===== config.mk =====
export PLATFORM = sky130hd
export DESIGN_NAME = strobe_tx_handshake_flat
export DESIGN_NICKNAME = d
export VERILOG_FILES = /design/src/rtl/strobe_tx_handshake_if.sv /design/src/rtl/strobe_tx_handshake.sv /design/src/flat_wrapper.sv
export SDC_FILE = /design/constraint.sdc
export NUM_CORES = 1
export LEC_CHECK = 0
export ABC_AREA = 1
export CORE_MARGIN = 1.5
export CORE_UTILIZATION = 50
export CTS_CLUSTER_DIAMETER = 150
export DETAILED_ROUTE_END_ITERATION = 8
export PLACE_DENSITY = 0.76
export SYNTH_ARGS = -nofsm -noshare
export SYNTH_HDL_FRONTEND = slang
export SYNTH_SLANG_ARGS = --single-unit

===== constraint.sdc =====
create_clock -name clk_in -period 2 [get_ports clk_in]
set_input_delay 0.3 -clock clk_in [delete_from_list [all_inputs] [get_ports clk_in]]
set_output_delay 0.3 -clock clk_in [all_outputs]
set_load 0.05 [all_outputs]

===== src/rtl/strobe_tx_handshake_if.sv =====
// Handshake bundle for strobe_tx_handshake: upstream valid/ready words, the
// strobe/data launch toward the crossing, the returned ack toggle and status.
interface strobe_tx_handshake_if #(
    parameter int unsigned WIDTH = 8
);
    logic             s_valid;
    logic             s_ready;
    logic [WIDTH-1:0] s_data;
    logic             strobe_out;
    logic [WIDTH-1:0] data_out;
    logic             ack_toggle_in;
    logic             busy;
    logic             timeout_err;
    logic             err_clr;

    modport master (
        output s_valid, s_data, ack_toggle_in, err_clr,
        input  s_ready, strobe_out, data_out, busy, timeout_err
    );

    modport slave (
        input  s_valid, s_data, ack_toggle_in, err_clr,
        output s_ready, strobe_out, data_out, busy, timeout_err
    );
endinterface


===== src/rtl/strobe_tx_handshake.sv =====
// Sending side of a toggle-flag strobe crossing: one word in flight, ack toggle
// synchronised locally, lost acks flagged by timeout. STROBE_TX_SKID_EN adds a one-word hold.
module strobe_tx_handshake #(
    parameter int unsigned WIDTH   = 8,
    parameter int unsigned DELAY   = 2,
    parameter int unsigned TIMEOUT = 255,
    parameter int unsigned CNT_W   = 8
) (
    input  logic                 clk_in,
    input  logic                 rst_n,
    strobe_tx_handshake_if.slave bus
);
    typedef enum logic [1:0] {ST_INIT, ST_IDLE, ST_WAIT} state_e;

    localparam logic [CNT_W-1:0] INIT_LAST = CNT_W'(DELAY);
    localparam logic [CNT_W-1:0] TO_LAST   = (TIMEOUT == 0) ? '0 : CNT_W'(TIMEOUT - 1);

    state_e             state_q, state_d;
    logic [CNT_W-1:0]   cnt_q, cnt_d;
    logic [DELAY-1:0]   sync_q, sync_d;
    logic               ack_prev_q, ack_prev_d;
    logic [WIDTH-1:0]   data_q, data_d;
    logic               strobe_q, strobe_d;
    logic               err_q, err_d;
    logic               ack_edge;
    logic               timeout_hit;
    logic               s_ready;
    logic               accept;
`ifdef STROBE_TX_SKID_EN
    logic [WIDTH-1:0]   hold_q, hold_d;
    logic               hold_valid_q, hold_valid_d;

    assign s_ready = (state_q == ST_IDLE) || ((state_q == ST_WAIT) && !hold_valid_q);
`else
    assign s_ready = (state_q == ST_IDLE);
`endif

    assign accept          = bus.s_valid & s_ready;
    assign bus.s_ready     = s_ready;
    assign bus.strobe_out  = strobe_q;
    assign bus.data_out    = data_q;
    assign bus.busy        = (state_q != ST_IDLE);
    assign bus.timeout_err = err_q;

    always_comb begin
        sync_d      = {sync_q[DELAY-2:0], bus.ack_toggle_in};
        ack_prev_d  = sync_q[DELAY-1];
        ack_edge    = sync_q[DELAY-1] ^ ack_prev_q;
        timeout_hit = (TIMEOUT != 0) && (cnt_q == TO_LAST) && !ack_edge;
        state_d     = state_q;
        cnt_d       = cnt_q;
        data_d      = data_q;
        strobe_d    = 1'b0;
        err_d       = err_q & ~bus.err_clr;
`ifdef STROBE_TX_SKID_EN
        hold_d       = hold_q;
        hold_valid_d = hold_valid_q;
`endif
        unique case (state_q)
            // Let the chain and ack_prev settle on the far side's current level.
            ST_INIT: begin
                if (cnt_q == INIT_LAST) begin
                    state_d = ST_IDLE;
                    cnt_d   = '0;
                end else begin
                    cnt_d = cnt_q + CNT_W'(1);
                end
            end
            ST_IDLE: begin
                if (accept) begin
                    data_d   = bus.s_data;
                    strobe_d = 1'b1;
                    cnt_d    = '0;
                    state_d  = ST_WAIT;
                end
            end
            ST_WAIT: begin
                if (cnt_q != '1) cnt_d = cnt_q + CNT_W'(1);
                if (timeout_hit) err_d = 1'b1;
                if (ack_edge || timeout_hit) begin
`ifdef STROBE_TX_SKID_EN
                    // Relaunch straight from the hold (or a word arriving now) without an idle gap.
                    if (hold_valid_q) begin
                        data_d       = hold_q;
                        strobe_d     = 1'b1;
                        cnt_d        = '0;
                        hold_valid_d = 1'b0;
                    end else if (accept) begin
                        data_d   = bus.s_data;
                        strobe_d = 1'b1;
                        cnt_d    = '0;
                    end else begin
                        state_d = ST_IDLE;
                    end
`else
                    state_d = ST_IDLE;
`endif
                end
`ifdef STROBE_TX_SKID_EN
                else if (accept) begin
                    hold_d       = bus.s_data;
                    hold_valid_d = 1'b1;
                end
`endif
            end
            default: state_d = ST_INIT;
        endcase
    end

    always_ff @(posedge clk_in or negedge rst_n) begin
        if (!rst_n) begin
            state_q    <= ST_INIT;
            cnt_q      <= '0;
            sync_q     <= '0;
            ack_prev_q <= 1'b0;
            data_q     <= '0;
            strobe_q   <= 1'b0;
            err_q      <= 1'b0;
        end else begin
            state_q    <= state_d;
            cnt_q      <= cnt_d;
            sync_q     <= sync_d;
            ack_prev_q <= ack_prev_d;
            data_q     <= data_d;
            strobe_q   <= strobe_d;
            err_q      <= err_d;
        end
    end

`ifdef STROBE_TX_SKID_EN
    always_ff @(posedge clk_in or negedge rst_n) begin
        if (!rst_n) begin
            hold_q       <= '0;
            hold_valid_q <= 1'b0;
        end else begin
            hold_q       <= hold_d;
            hold_valid_q <= hold_valid_d;
        end
    end
`endif
endmodule


===== src/flat_wrapper.sv =====
// flat-port wrapper written by rule: the top's interface ports become plain ports
module strobe_tx_handshake_flat 
#(
    parameter int unsigned WIDTH   = 8,
    parameter int unsigned DELAY   = 2,
    parameter int unsigned TIMEOUT = 255,
    parameter int unsigned CNT_W   = 8
)
  (clk_in, rst_n, bus_s_valid, bus_s_data, bus_ack_toggle_in, bus_err_clr, bus_s_ready, bus_strobe_out, bus_data_out, bus_busy, bus_timeout_err);
  strobe_tx_handshake_if #(.WIDTH(WIDTH)) bus_i ();
  input  logic clk_in;
  input  logic rst_n;
  input wire logic [$bits(bus_i.s_valid)-1:0] bus_s_valid;
  input wire logic [$bits(bus_i.s_data)-1:0] bus_s_data;
  input wire logic [$bits(bus_i.ack_toggle_in)-1:0] bus_ack_toggle_in;
  input wire logic [$bits(bus_i.err_clr)-1:0] bus_err_clr;
  output wire logic [$bits(bus_i.s_ready)-1:0] bus_s_ready;
  output wire logic [$bits(bus_i.strobe_out)-1:0] bus_strobe_out;
  output wire logic [$bits(bus_i.data_out)-1:0] bus_data_out;
  output wire logic [$bits(bus_i.busy)-1:0] bus_busy;
  output wire logic [$bits(bus_i.timeout_err)-1:0] bus_timeout_err;
  assign bus_i.s_valid = bus_s_valid;
  assign bus_i.s_data = bus_s_data;
  assign bus_i.ack_toggle_in = bus_ack_toggle_in;
  assign bus_i.err_clr = bus_err_clr;
  assign bus_s_ready = bus_i.s_ready;
  assign bus_strobe_out = bus_i.strobe_out;
  assign bus_data_out = bus_i.data_out;
  assign bus_busy = bus_i.busy;
  assign bus_timeout_err = bus_i.timeout_err;
  strobe_tx_handshake #(.WIDTH(WIDTH), .DELAY(DELAY), .TIMEOUT(TIMEOUT), .CNT_W(CNT_W)) u_core (.clk_in(clk_in), .rst_n(rst_n), .bus(bus_i));
endmodule

==> run_results.csv, run 1 <==
group,metric,value,unit
outcome,run_status,"completed",
global_routing,grt_pass1_vias,972,
hold_path,hold_path_class,"in2async",
setup_path,crit_type,"reg2out",
clock_network,cts_tree,"done",
routing,ant_nets,0,
placement,place_congestion,0.8881,
clock_network,cts_buffer_depth,2,
timing,max_freq,552.8,MHz
routing,num_vias,1125,
floorplanning,start_util,0.5180,
setup_path,critical-path-max-stage-delay,0.81,ns
final_layout,syn_to_final_growth,23.24,%
setup_path,r2r_end,"u_core.cnt_q[7]",
timing,min_period_over_period,0.9045,
global_routing,grt_max_degree,24,
final_layout,final_core_util,0.6384,
clock_network,insertion_delay,0.32,ns
timing,min_period,1.809,ns
power_and_ir_drop,p_leak,0.7997,nW
timing,setup_viol,0,
setup_path,cp_num_buf_inv,1,
timing,slew_viol_final,0,
timing,rsz0062_at_grt,"false",
setup_path,crit_start,"u_core.bus.data_out[7]",
synth,synth.largest_area_cell,"dfrtp_1",
synth,yosysTopAreaCellShare,0.4568,
synth,syn_inst,163,
synth,yosysWarnings,0,
clock_network,ctsRootBufferMaster,"clkbuf_4",
final_layout,fillerInstances,222,
clock_network,cts.hold.buffers_added,0,
clock_network,post_cts_buffers,0,
setup_path,r2r_slack,0.35,ns
setup_path,cp-start-kind,"flop",
floorplanning,dieWidth,53.20,microns
synth,ys_seq_elements,23,
clock_network,cts_resized,0,
timing,finalHoldViolations,0,
synth,synth_nets,183,
placement,portBuffers,24,
clock_network,htree_levels,1,
placement,dp_hpwl,2.030,mm
setup_path,required,1.70,ns
synth,yosysSeqAreaShare,0.4568,
clock_network,cts.sinks,23,
global_routing,grtUsageTotal,0.2042,
global_routing,gr-total-overflow,0,
floorplanning,dieArea,2830,sq um
clock_network,clkTransAtPathRegs,0.13,ns
final_layout,fin_nets,212,
timing,slew_headroom,0.6575,
floorplanning,die_y,53.20,microns
timing,tns,0,ns
setup_path,worst-path-max-fanout,2,
floorplanning,io_pins,25,
power_and_ir_drop,power_density,1378,nW/um^2
timing,tightest_slew,0.5122,ns
routing,wl,2.580,mm
final_layout,num_antenna_cells,0,
setup_path,critPathTopFamily,"buffers and inverters",
synth,synth.distinct_cells,21,
setup_path,cp.arrival,1.51,ns
synth,syn_avg_cell_area,7.730,sq um
timing,final.setup_skew,0.007233,ns
power_and_ir_drop,ir_worst_vdd,962.2,uV
routing,drc_errors,0,
routing,wl_per_cell,11.67,microns
setup_path,cp_cell_sequence,"clkdlybuf4s50_1",
setup_path,r2r-start,"u_core.cnt_q[1]",
final_layout,layout-drive-gt1-share,0.08377,
global_routing,antenna_found_initial,0,
setup_path,cp-end-kind,"primary output",
global_routing,grt_pass1_wl,4.077,mm
synth,syn_area,1260,sq um
routing,drt_iter0_markers,22,
synth,yosys-top-cells-area,"dfrtp_1, nand2_1, ha_1, inv_1, nand3_1",
floorplanning,fp-row-count,18,
setup_path,cpMaxStageDelayCell,"clkdlybuf4s50_1",
clock_network,cts_buffers,3,
setup_path,r2r_cells,8,
routing,viasPerCell,5.090,
floorplanning,core_area,2432,sq um
routing,first_pass_iters,4,
job,cap_violations,0,
kinds of logic (layout without fill, tap and decap cells):
kind of cell    count (synthesis)  in the layout  synth area share
simple gates                  100            100            0.3356
flops                          23             23            0.4568
buf+inv                        23             51           0.08242
compound gates                  9              9           0.04866
fa+ha+maj                       7              7           0.06951
xor+xnor                        1              1          0.006953
synthesized netlist by cell type:
cell,n
dfrtp_1,23
nand3_2,1
o21bai_2,1
nor2_2,2
xor2_1,1
o21ai_0,4
buf_6,1
nor2_1,9
nor3_1,1
clkinv_1,1
or2_2,1
nand3b_1,1
o211ai_1,3
nand4_1,4
nand2_1,68
o21bai_1,1
ha_1,7
inv_1,20
nand3_1,11
clkbuf_8,1
nand2_2,2
cell type report:
type,count,area [sq um],area share
Multi-Input combinational cell,117,583.1,0.3755
Sequential cell,23,575.6,0.3707
Timing Repair Buffer,26,250.2,0.1612
Inverter,21,78.83,0.05077
Tap cell,30,37.54,0.02417
Clock buffer,3,22.52,0.01450
Clock inverter,1,5.005,0.003223
sequential cells by signal, summed over array words and instances, names as in the netlist:
register	cells
u_core.sync_q	2
u_core.bus.timeout_err	1
u_core.cnt_q	8
u_core.bus.strobe_out	1
u_core.ack_prev_q	1
u_core.bus.data_out	8
u_core.state_q	2
worst max path at each step:
stage / to / depth (start not counted) / slack (ns)
final: bus_data_out[7] / 1 / 0.19
after global routing: bus_data_out[0] / 1 / 0.14
after CTS: bus_data_out[1] / 1 / 0.19
after detailed placement: u_core.cnt_q[5] / 8 / 0.35
after global placement: u_core.cnt_q[5] / 8 / 0.39
after floorplan: u_core.cnt_q[5] / 10 / 0.18
stage by stage:
step	worst slack (ns)	power, mW	hold slack (ns)	instances	instance area, sq um
after detailed placement	0.3545	1.926	0.3386	217	1525
after global routing	0.1352	2.295	0.3314	221	1553
final	0.1910	2.140	0.3131	221	1553
after floorplan	0.1788	1.592	0.004409	163	1262
after global placement	0.3906	1.888	0.3351	217	1525
after CTS	0.1889	2.144	0.3373	221	1553
where the power goes:
part | total, mW | internal [mW] | switching, mW
sequential | 0.705 | 0.597 | 0.108
clock | 0.218 | 0.0749 | 0.143
combinational | 1.22 | 0.401 | 0.816
total | 2.14 | 1.07 | 1.07
metal layers:
layer,share of wire,track usage
met1,0.44,0.2477
met2,0.47,0.3354
met3,0.048,0.04237
met4,0.034,0.1111
met5,0,0
layout by cell type (no fill, tap or decap):
master,instances
buf_4,4
clkbuf_4,3
clkdlybuf4s50_1,22
clkinv_1,1
clkinv_2,1
dfrtp_1,23
ha_1,6
ha_2,1
inv_1,20
nand2_1,68
nand2_2,2
nand3_1,11
nand3_2,1
nand3b_1,1
nand4_1,4
nor2_1,9
nor2_2,2
nor3_1,1
o211ai_1,3
o21ai_0,4
o21bai_1,1
o21bai_2,1
or2_2,1
xor2_1,1
No activity file was read; power rests on OpenSTA's default activity.
==> run 2: changes to the inputs <==
--- a/config.mk
+++ b/config.mk
@@ -11,6 +11,7 @@
 export CTS_CLUSTER_DIAMETER = 150
 export DETAILED_ROUTE_END_ITERATION = 8
 export PLACE_DENSITY = 0.76
+export SLEW_MARGIN = 30
 export SYNTH_ARGS = -nofsm -noshare
 export SYNTH_HDL_FRONTEND = slang
 export SYNTH_SLANG_ARGS = --single-unit
==> constraint.sdc (replaced) <==
create_clock -name clk_in -period 1.78 [get_ports clk_in]
set_input_delay 0.267 -clock clk_in [delete_from_list [all_inputs] [get_ports clk_in]]
set_output_delay 0.267 -clock clk_in [all_outputs]
set_load 0.05 [all_outputs]
==> run_results.csv, run 2 (synthesis gave the netlist of run 1 again) <==
group,metric,value,unit
clock_network,htree_levels,1,
floorplanning,start_util,0.5180,
timing,max_freq,565.5,MHz
clock_network,ctsRootBufferMaster,"clkbuf_4",
final_layout,layout-drive-gt1-share,0.09948,
setup_path,r2r_slack,0.12,ns
power_and_ir_drop,ir_worst_vdd,1310,uV
timing,final.setup_skew,0.004642,ns
setup_path,cp-start-kind,"flop",
routing,num_vias,1135,
placement,dp_hpwl,1.992,mm
setup_path,cp.arrival,1.50,ns
timing,slew_viol_final,0,
timing,tightest_slew,0.5244,ns
placement,dpl_worst_slack,0.1211,ns
clock_network,clkTransAtPathRegs,0.12,ns
hold_path,hold_path_class,"in2async",
final_layout,mostFrequentLayoutCells,"nand2_1, dfrtp_1, inv_1, clkdlybuf4s50_1, nand3_1",
final_layout,fillerInstances,211,
floorplanning,core_area,2432,sq um
routing,drt_iter0_markers,25,
global_routing,grt_max_degree,24,
clock_network,cts_buffers,3,
job,cap_violations,0,
timing,min_period_over_period,0.9934,
placement,dpl_cell_area,1564,sq um
setup_path,crit_type,"reg2out",
floorplanning,fp-row-count,18,
clock_network,post_cts_buffers,0,
global_routing,gr-total-overflow,0,
setup_path,required,1.51,ns
placement,place_congestion,0.8670,
placement,dpl.cell_count,217,
setup_path,critPathTopFamily,"buffers and inverters",
floorplanning,dieWidth,53.20,microns
global_routing,grt_pass1_vias,1015,
timing,setup_viol,0,
final_layout,stdcell_count,221,
setup_path,cp_num_buf_inv,1,
final_layout,fin_area,1614,sq um
clock_network,cts_buffer_depth,2,
timing,min_period,1.768,ns
setup_path,critical-path-max-stage-delay,0.82,ns
clock_network,insertion_delay,0.30,ns
global_routing,antenna_found_initial,0,
global_routing,grtUsageTotal,0.2152,
setup_path,cp_cell_sequence,"clkdlybuf4s50_1",
placement,portBuffers,24,
global_routing,grt_pass1_wl,4.347,mm
floorplanning,die_y,53.20,microns
power_and_ir_drop,p_leak,0.9109,nW
routing,ant_nets,0,
final_layout,num_antenna_cells,0,
setup_path,r2r_end,"u_core.cnt_q[5]",
routing,wl,2.637,mm
routing,first_pass_iters,4,
routing,drc_errors,0,
clock_network,cts_tree,"done",
setup_path,cpMaxStageDelayCell,"clkdlybuf4s50_1",
power_and_ir_drop,power_density,1554,nW/um^2
setup_path,cp-end-kind,"primary output",
routing,viasPerCell,5.136,
outcome,run_status,"completed",
clock_network,cts.sinks,23,
setup_path,crit_start,"u_core.bus.data_out[6]",
timing,setup_ws,0.01168,ns
setup_path,worst-path-max-fanout,2,
setup_path,timing.critical_path.to,"bus_data_out[6]",
timing,finalHoldViolations,0,
final_layout,final_common_cell,"nand2_1",
timing,slew_headroom,0.6498,
setup_path,r2r_cells,8,
final_layout,regArea,575.6,sq um
floorplanning,dieArea,2830,sq um
setup_path,cp.depth,1,
final_layout,fin_nets,212,
final_layout,syn_to_final_growth,28.10,%
final_layout,final_core_util,0.6636,
routing,wl_per_cell,11.93,microns
floorplanning,io_pins,25,
setup_path,r2r-start,"u_core.state_q[0]",
final_layout,multi_input_area,595.6,sq um
## run 2: changes by cell type in the layout (fill, tap and decap cells not counted), sizes merged
cell           before  now
clkdlybuf4s50      22   14
dlymetal6s2s        0    8
clkinvlp            0    1
inv                20   19
## run 2: cell type report
type	instances	share of cell area
multi-input cells	117	0.3690
flip-flops and latches	23	0.3566
repair buffers	26	0.1829
inverters	21	0.05116
well taps	30	0.02326
clock buffers	3	0.01395
clock inverters	1	0.003101
## run 2: per-stage QoR
stage	setup TNS [ns]	hold slack [ns]	power (mW)
after floorplan	0	-0.02859	1.822
final	0	0.2908	2.508
after CTS	0	0.2938	2.515
after global routing	-0.01669	0.3263	2.673
after global placement	0	0.3364	2.222
after detailed placement	0	0.3371	2.273
## run 2: worst reg2reg max path, stage by stage, from the launching register on
cell	delay (ns)
dfrtp_1	0.48
inv_1	0.12
ha_1	0.33
inv_1	0.11
or2_2	0.29
nand3_1	0.09
nand2_1	0.06
nand2_1	0.06
inv_1	0.03
## run 2: report_power, final
part           switching [mW]  leakage [nW]  internal (mW)
Sequential              0.125         0.297          0.671
Combinational           0.959         0.597          0.518
Clock                   0.152        0.0177         0.0838
Total                    1.24         0.911           1.27
## run 2: layer usage
| metal | vias to the layer above | track usage | wire length [microns] |
|---|---|---|---|
| li1 | 569 | - | - |
| met1 | 527 | 0.2591 | 1127 |
| met2 | 35 | 0.3724 | 1326 |
| met3 | 4 | 0.03955 | 142 |
| met4 | 0 | 0.08974 | 41 |
| met5 | - | 0 | 0 |
## run 2: worst min path at each step
| stage | from | endpoint | cells after the start |
|---|---|---|---|
| floorplan | rst_n | u_core.ack_prev_q | 0 |
| global placement | u_core.sync_q[0] | u_core.sync_q[1] | 0 |
| detailed placement | u_core.sync_q[0] | u_core.sync_q[1] | 0 |
| CTS | rst_n | u_core.cnt_q[4] | 2 |
| global route | rst_n | u_core.cnt_q[7] | 2 |
| finish | rst_n | u_core.cnt_q[3] | 2 |
## run 2: what timing repair did
action,4_1_cts,5_1_grt
hold buffers,0,0
gates resized for setup,0,10
endpoints found under the setup margin,0,14
==> run 3: changes to the inputs <==
--- a/config.mk
+++ b/config.mk
@@ -8,7 +8,7 @@
 export ABC_AREA = 1
 export CORE_MARGIN = 1.5
 export CORE_UTILIZATION = 50
-export CTS_CLUSTER_DIAMETER = 150
+export CTS_CLUSTER_DIAMETER = 60
 export DETAILED_ROUTE_END_ITERATION = 8
 export PLACE_DENSITY = 0.76
 export SLEW_MARGIN = 30
==> results of run 3 <==
Final layout, timing and power as in run 2 (identical DEF).
